<file path="config.mk">
export PLATFORM = sky130hd
export DESIGN_NAME = ticket_sender
export DESIGN_NICKNAME = d
export VERILOG_FILES = /design/src/rtl/ticket_sender.sv
export SDC_FILE = /design/constraint.sdc
export NUM_CORES = 1
export LEC_CHECK = 0
export CORE_UTILIZATION = 57
export CTS_BUF_LIST = sky130_fd_sc_hd__clkbuf_16
export DETAILED_ROUTE_END_ITERATION = 6
export MAX_ROUTING_LAYER = met4
export PLACE_DENSITY = 0.87
export SLEW_MARGIN = 20
export SYNTH_ARGS = -nofsm -noshare
export SYNTH_HDL_FRONTEND = slang
export SYNTH_SLANG_ARGS = --single-unit
</file>
<file path="constraint.sdc">
create_clock -name clk -period 6.54 [get_ports clk]
set_input_delay 0.654 -clock clk [delete_from_list [all_inputs] [get_ports clk]]
set_output_delay 0.654 -clock clk [all_outputs]
set_load 0.01 [all_outputs]
</file>
<file path="src/rtl/ticket_sender.sv">
// ticket_sender: initiator end of the lottery digit-entry interface.
// Builds a 5-digit BCD ticket (LFSR draw or manual), strobes the digits out
// over num/insert, pulses finish, waits for the game and captures the result.
module ticket_sender #(
    parameter int GAP         = 1,
    parameter int RESULT_WAIT = 4
) (
    input  logic        clk,
    input  logic        reset,
    input  logic        start,
    input  logic        manual,
    input  logic [19:0] tick,
    input  logic        seed_load,
    input  logic [15:0] seed,
    input  logic        win,
    input  logic [1:0]  prize,
    output logic [3:0]  num,
    output logic        insert,
    output logic        finish,
    output logic        busy,
    output logic        done,
    output logic [19:0] ticket_out,
    output logic        res_win,
    output logic [1:0]  res_prize,
    output logic [7:0]  win_count
);

    localparam logic [2:0] S_IDLE = 3'd0;
    localparam logic [2:0] S_GEN  = 3'd1;
    localparam logic [2:0] S_SEND = 3'd2;
    localparam logic [2:0] S_GAP  = 3'd3;
    localparam logic [2:0] S_FIN  = 3'd4;
    localparam logic [2:0] S_WAIT = 3'd5;
    localparam logic [2:0] S_DONE = 3'd6;

    localparam logic [15:0] LFSR_INIT = 16'hACE1;

    // Terminal counts for the gap and result-wait counters (counting from 0).
    localparam int GAP_LAST_I  = (GAP > 0) ? GAP - 1 : 0;
    localparam int WAIT_LAST_I = (RESULT_WAIT > 0) ? RESULT_WAIT - 1 : 0;
    localparam logic [15:0] GAP_LAST  = 16'(GAP_LAST_I);
    localparam logic [15:0] WAIT_LAST = 16'(WAIT_LAST_I);

    logic [2:0]  state_q, state_d;
    logic [15:0] lfsr_q, lfsr_d;
    logic [2:0]  idx_q, idx_d;
    logic [15:0] cnt_q, cnt_d;
    logic [3:0]  num_q, num_d;
    logic        insert_q, insert_d;
    logic        finish_q, finish_d;
    logic        busy_q, busy_d;
    logic        done_q, done_d;
    logic [19:0] ticket_q, ticket_d;
    logic        res_win_q, res_win_d;
    logic [1:0]  res_prize_q, res_prize_d;
    logic [7:0]  win_count_q, win_count_d;

    logic [3:0]  cand;
    logic [15:0] lfsr_step;
    logic [2:0]  next_idx;
    logic        adv;

    function automatic logic [3:0] digit_at(input logic [19:0] t, input logic [2:0] i);
        case (i)
            3'd0:    digit_at = t[3:0];
            3'd1:    digit_at = t[7:4];
            3'd2:    digit_at = t[11:8];
            3'd3:    digit_at = t[15:12];
            default: digit_at = t[19:16];
        endcase
    endfunction

    // Next-state and registered-output logic; outputs are computed for the
    // state being entered so they line up with it cycle for cycle.
    always_comb begin
        state_d     = state_q;
        lfsr_d      = lfsr_q;
        idx_d       = idx_q;
        cnt_d       = cnt_q;
        num_d       = num_q;
        insert_d    = 1'b0;
        finish_d    = 1'b0;
        done_d      = 1'b0;
        ticket_d    = ticket_q;
        res_win_d   = res_win_q;
        res_prize_d = res_prize_q;
        win_count_d = win_count_q;
        cand        = lfsr_q[3:0];
        lfsr_step   = {lfsr_q[14:0], lfsr_q[15] ^ lfsr_q[13] ^ lfsr_q[12] ^ lfsr_q[10]};
        next_idx    = idx_q + 3'd1;
        adv         = 1'b0;

        case (state_q)
            S_IDLE: begin
                if (seed_load) begin
                    lfsr_d = (seed == 16'd0) ? LFSR_INIT : seed;
                end
                if (start) begin
                    idx_d = 3'd0;
                    if (manual) begin
                        ticket_d = tick;
                        num_d    = tick[3:0];
                        insert_d = 1'b1;
                        state_d  = S_SEND;
                    end else begin
                        ticket_d = 20'd0;
                        state_d  = S_GEN;
                    end
                end
            end
            S_GEN: begin
                lfsr_d = lfsr_step;
                if (cand <= 4'd9) begin
                    ticket_d[{idx_q, 2'b00} +: 4] = cand;
                    if (idx_q == 3'd4) begin
                        idx_d    = 3'd0;
                        num_d    = ticket_q[3:0];
                        insert_d = 1'b1;
                        state_d  = S_SEND;
                    end else begin
                        idx_d = next_idx;
                    end
                end
            end
            S_SEND: begin
                if (GAP > 0) begin
                    cnt_d   = 16'd0;
                    state_d = S_GAP;
                end else begin
                    adv = 1'b1;
                end
            end
            S_GAP: begin
                if (cnt_q == GAP_LAST) begin
                    adv = 1'b1;
                end else begin
                    cnt_d = cnt_q + 16'd1;
                end
            end
            S_FIN: begin
                cnt_d   = 16'd0;
                state_d = S_WAIT;
            end
            S_WAIT: begin
                if (cnt_q == WAIT_LAST) begin
                    done_d      = 1'b1;
                    res_win_d   = win;
                    res_prize_d = prize;
                    if (win && (win_count_q != 8'hFF)) begin
                        win_count_d = win_count_q + 8'd1;
                    end
                    state_d = S_DONE;
                end else begin
                    cnt_d = cnt_q + 16'd1;
                end
            end
            S_DONE: begin
                state_d = S_IDLE;
            end
            default: begin
                state_d = S_IDLE;
            end
        endcase

        // Move on to the next digit, or to the finish strobe after digit 4.
        if (adv) begin
            if (idx_q == 3'd4) begin
                finish_d = 1'b1;
                state_d  = S_FIN;
            end else begin
                idx_d    = next_idx;
                num_d    = digit_at(ticket_q, next_idx);
                insert_d = 1'b1;
                state_d  = S_SEND;
            end
        end

        busy_d = (state_d != S_IDLE);
    end

    // State, LFSR and output registers; reset aborts any transaction at once.
    always_ff @(posedge clk or negedge reset) begin
        if (!reset) begin
            state_q     <= S_IDLE;
            lfsr_q      <= LFSR_INIT;
            idx_q       <= 3'd0;
            cnt_q       <= 16'd0;
            num_q       <= 4'd0;
            insert_q    <= 1'b0;
            finish_q    <= 1'b0;
            busy_q      <= 1'b0;
            done_q      <= 1'b0;
            ticket_q    <= 20'd0;
            res_win_q   <= 1'b0;
            res_prize_q <= 2'd0;
            win_count_q <= 8'd0;
        end else begin
            state_q     <= state_d;
            lfsr_q      <= lfsr_d;
            idx_q       <= idx_d;
            cnt_q       <= cnt_d;
            num_q       <= num_d;
            insert_q    <= insert_d;
            finish_q    <= finish_d;
            busy_q      <= busy_d;
            done_q      <= done_d;
            ticket_q    <= ticket_d;
            res_win_q   <= res_win_d;
            res_prize_q <= res_prize_d;
            win_count_q <= win_count_d;
        end
    end

    assign num        = num_q;
    assign insert     = insert_q;
    assign finish     = finish_q;
    assign busy       = busy_q;
    assign done       = done_q;
    assign ticket_out = ticket_q;
    assign res_win    = res_win_q;
    assign res_prize  = res_prize_q;
    assign win_count  = win_count_q;

endmodule

</file>
==> impl_metrics.sql <==
INSERT INTO impl_metrics (metric_group, metric, value, unit) VALUES
('final_layout', 'layout.cell_area.non_filler', '5560', 'um2'),
('global_routing', 'number_of_antenna_violations_at_the_first_check_in_global_routing', '0', ''),
('pwr', 'power-per-cell-area', '432', 'nW/um2'),
('placement', 'gp_routability_congestion', '0.963', ''),
('pwr', 'leakage_power_of_the_design', '2.30', 'nW'),
('die', 'die-height', '89.6', 'um'),
('pwr', 'share_clk_of_total_power', '0.235', ''),
('timing', 'max_slew.worst_pin.slew', '0.984', 'ns'),
('route', 'first_pass_iters', '5', ''),
('yosys', 'synth-async-reset-ratio', '1.00', ''),
('die', 'die_w', '89.6', 'um'),
('worst_setup_path', 'critPathLaunch', 'state_q[0]', ''),
('pwr', 'internal-power', '0.00145', 'W'),
('global_routing', 'global_route_usage_sum', '0.302', ''),
('clock_network', 'num_cts_buffers', '9', ''),
('worst_setup_path', 'timing.critical_path.from_type', 'register', ''),
('timing', 'post-route-min-period', '2.94', 'ns'),
('worst_setup_path', 'critical_path_required', '6.76', 'ns'),
('global_routing', 'global_route_overflow', '0', ''),
('die', 'floorplan.initialDensity', '0.596', ''),
('route', 'dr_total_vias', '3981', ''),
('clock_network', 'insertion_delay', '0.34', 'ns'),
('route', 'vias_per_cell', '6.32', ''),
('clock_network', 'post-cts-setup-buffers', '0', ''),
('clock_network', 'cts_hold_buf', '0', ''),
('run', 'cap_violations', '0', ''),
('clock_network', 'clock_tree_from_tritoncts', 'done', ''),
('yosys', 'netlist_instances', '455', ''),
('yosys', 'synth.cells.most_frequent', 'dfrtp_1 (69), nand2_1 (42), nor2_1 (37), a21oi_1 (35), o21ai_0 (29)', ''),
('pwr', 'power_frac_comb', '0.410', ''),
('pwr', 'p_switching', '0.000950', 'W'),
('yosys', 'syn-mean-instance-area', '9.61', 'um2'),
('timing', 'final-max-slew-violation-count', '0', ''),
('final_layout', 'ant_diodes', '0', ''),
('yosys', 'ys.warnings.count', '0', ''),
('global_routing', 'global_route_wire_length_before_repair', '17700', 'um'),
('min_path', 'hold_path_class', 'register to register', ''),
('placement', 'detailedPlacementHpwl', '7740', 'um'),
('worst_setup_path', 'r2r_start', 'state_q[0]', ''),
('final_layout', 'areaGrowthSynthToFinish', '27.2', '%'),
('yosys', 'synth_top_cell_by_area', 'dfrtp_1', ''),
('pwr', 'power.switching_fraction', '0.395', ''),
('route', 'post_drt_wl_per_cell', '17.8', 'um'),
('worst_setup_path', 'worstPathArrival', '3.16', 'ns'),
('final_layout', 'finish.net_count', '581', ''),
('route', 'initialDrtViolationCount', '349', ''),
('yosys', 'synth.top_cell.area_share', '0.395', ''),
('route', 'drc', '0', ''),
('final_layout', 'fillers', '476', ''),
('pwr', 'irDropWorstVdd', '0.229', 'mV'),
('worst_setup_path', 'cp_max_fo', '35', ''),
('timing', 'final.setup.worst_slack', '3.60', 'ns'),
('timing', 'layout_worst_path_cycle_share', '0.450', ''),
('worst_setup_path', 'setup.worst_path.class', 'register to register', ''),
('yosys', 'synthTopCellsByArea', 'dfrtp_1 (40%), dfstp_2 (4.8%), a21oi_1 (4.0%)', ''),
('timing', 'slew_headroom', '0.344', ''),
('placement', 'dp_worst_setup_slack', '3.66', 'ns'),
('yosys', 'edff_count_synth', '0', ''),
('placement', 'io_buffer_count', '82', ''),
('placement', 'dpl-instance-area', '5200', 'um2'),
('clock_network', 'post_cts_resize_count', '0', ''),
('outcome', 'run_status', 'finished, final reports clean', ''),
('clock_network', 'h_tree_level_count', '3', ''),
('global_routing', 'first_global_vias', '3725', ''),
('min_path', 'hold_start', 'win_count[5]', ''),
('route', 'antenna_left', '0', ''),
('die', 'std_cell_rows', '31', ''),
('die', 'floorplan.core_area', '7330', 'um2'),
('route', 'finalWirelength', '11200', 'um'),
('yosys', 'synth_top_flop_cell', 'dfrtp_1', ''),
('clock_network', 'clkSlewWorstSetupHoldPaths', '0.06', 'ns');
## final timing paths
| kind | end | slack, ns | depth (start not counted) |
|---|---|---|---|
| worst max register to register | cnt_q[8] | 3.60 | 5 |
| worst min-delay path | win_count[5] | 0.50 | 1 |
| worst max-delay path | cnt_q[8] | 3.60 | 5 |
| worst min register to register | win_count[5] | 0.50 | 1 |
| max in group asynchronous | cnt_q[2] | 5.40 | 2 |
| min in group asynchronous | ticket_out[12] | 0.55 | 2 |
## kinds of logic after synthesis
| family | synth area share |
|---|---|
| fa+ha+maj | 0.0315 |
| flops | 0.443 |
| xor+xnor | 0.0321 |
| buf+inv | 0.0378 |
| mux | 0.0189 |
| simple gates | 0.221 |
| compound gates | 0.216 |
## state kept, by name, summed over array words and instances, names as in the netlist
signal,count
state_q,3
done,1
res_prize,2
lfsr_q,16
ticket_out,20
finish,1
res_win,1
num,4
busy,1
win_count,8
insert,1
idx_q,3
cnt_q,16
## stage by stage
| stage | utilization | std cells | power [W] |
|---|---|---|---|
| 2_1_floorplan | - | 455 | 0.00146 |
| 3_3_place_gp | 0.710 | 614 | 0.00176 |
| 3_5_place_dp | 0.710 | 614 | 0.00180 |
| 4_1_cts | 0.757 | 630 | 0.00238 |
| 5_1_grt | 0.758 | 630 | 0.00254 |
| 6_report | 0.758 | 630 | 0.00240 |
## power groups by stage
stage / Combinational, W / Clock (W) / Sequential (W)
final: 0.000984 / 0.000565 / 0.000855
after global routing: 0.00108 / 0.000587 / 0.000874
after CTS: 0.000970 / 0.000569 / 0.000844
after detailed placement: 0.000953 / 0 / 0.000848
after global placement: 0.000917 / 0 / 0.000841
after floorplan: 0.000664 / 0 / 0.000792
## area by class of cell
class	instances	area, um2	share of cell area
Multi-Input combinational cell	342	2280	0.410
Clock buffer	9	225	0.0405
Timing Repair Buffer	84	831	0.149
Inverter	12	45.0	0.00810
Clock inverter	7	116	0.0209
Tap cell	99	124	0.0223
Sequential cell	77	1940	0.348
## cells in the final DEF, fill, tap and decap left out, drive strengths merged, types with 12 or more instances in the layout
| cell | synthesis | layout |
|---|---|---|
| a21oi | 38 | 38 |
| a22oi | 15 | 15 |
| clkdlybuf4s50 | 0 | 81 |
| dfrtp | 69 | 69 |
| inv | 12 | 13 |
| nand2 | 43 | 43 |
| nand3 | 16 | 16 |
| nand4 | 12 | 12 |
| nor2 | 38 | 38 |
| o21ai | 34 | 34 |
## per-layer routing
layer | GRT usage | share of wire | up-vias
li1 | - | - | 1833
met1 | 0.391 | 0.41 | 1904
met2 | 0.470 | 0.48 | 209
met3 | 0.0452 | 0.078 | 35
met4 | 0.137 | 0.025 | 0
met5 | - | 0 | -
## critical path, stage by stage (launching register included)
cell and delay, ns:
dfrtp_1 0.99, nor4b_2 0.49, nand4_4 0.20, o21bai_1 0.76
nor4b_1 0.12, a211o_1 0.26
Note: power is estimated with default switching activity, not from simulation.
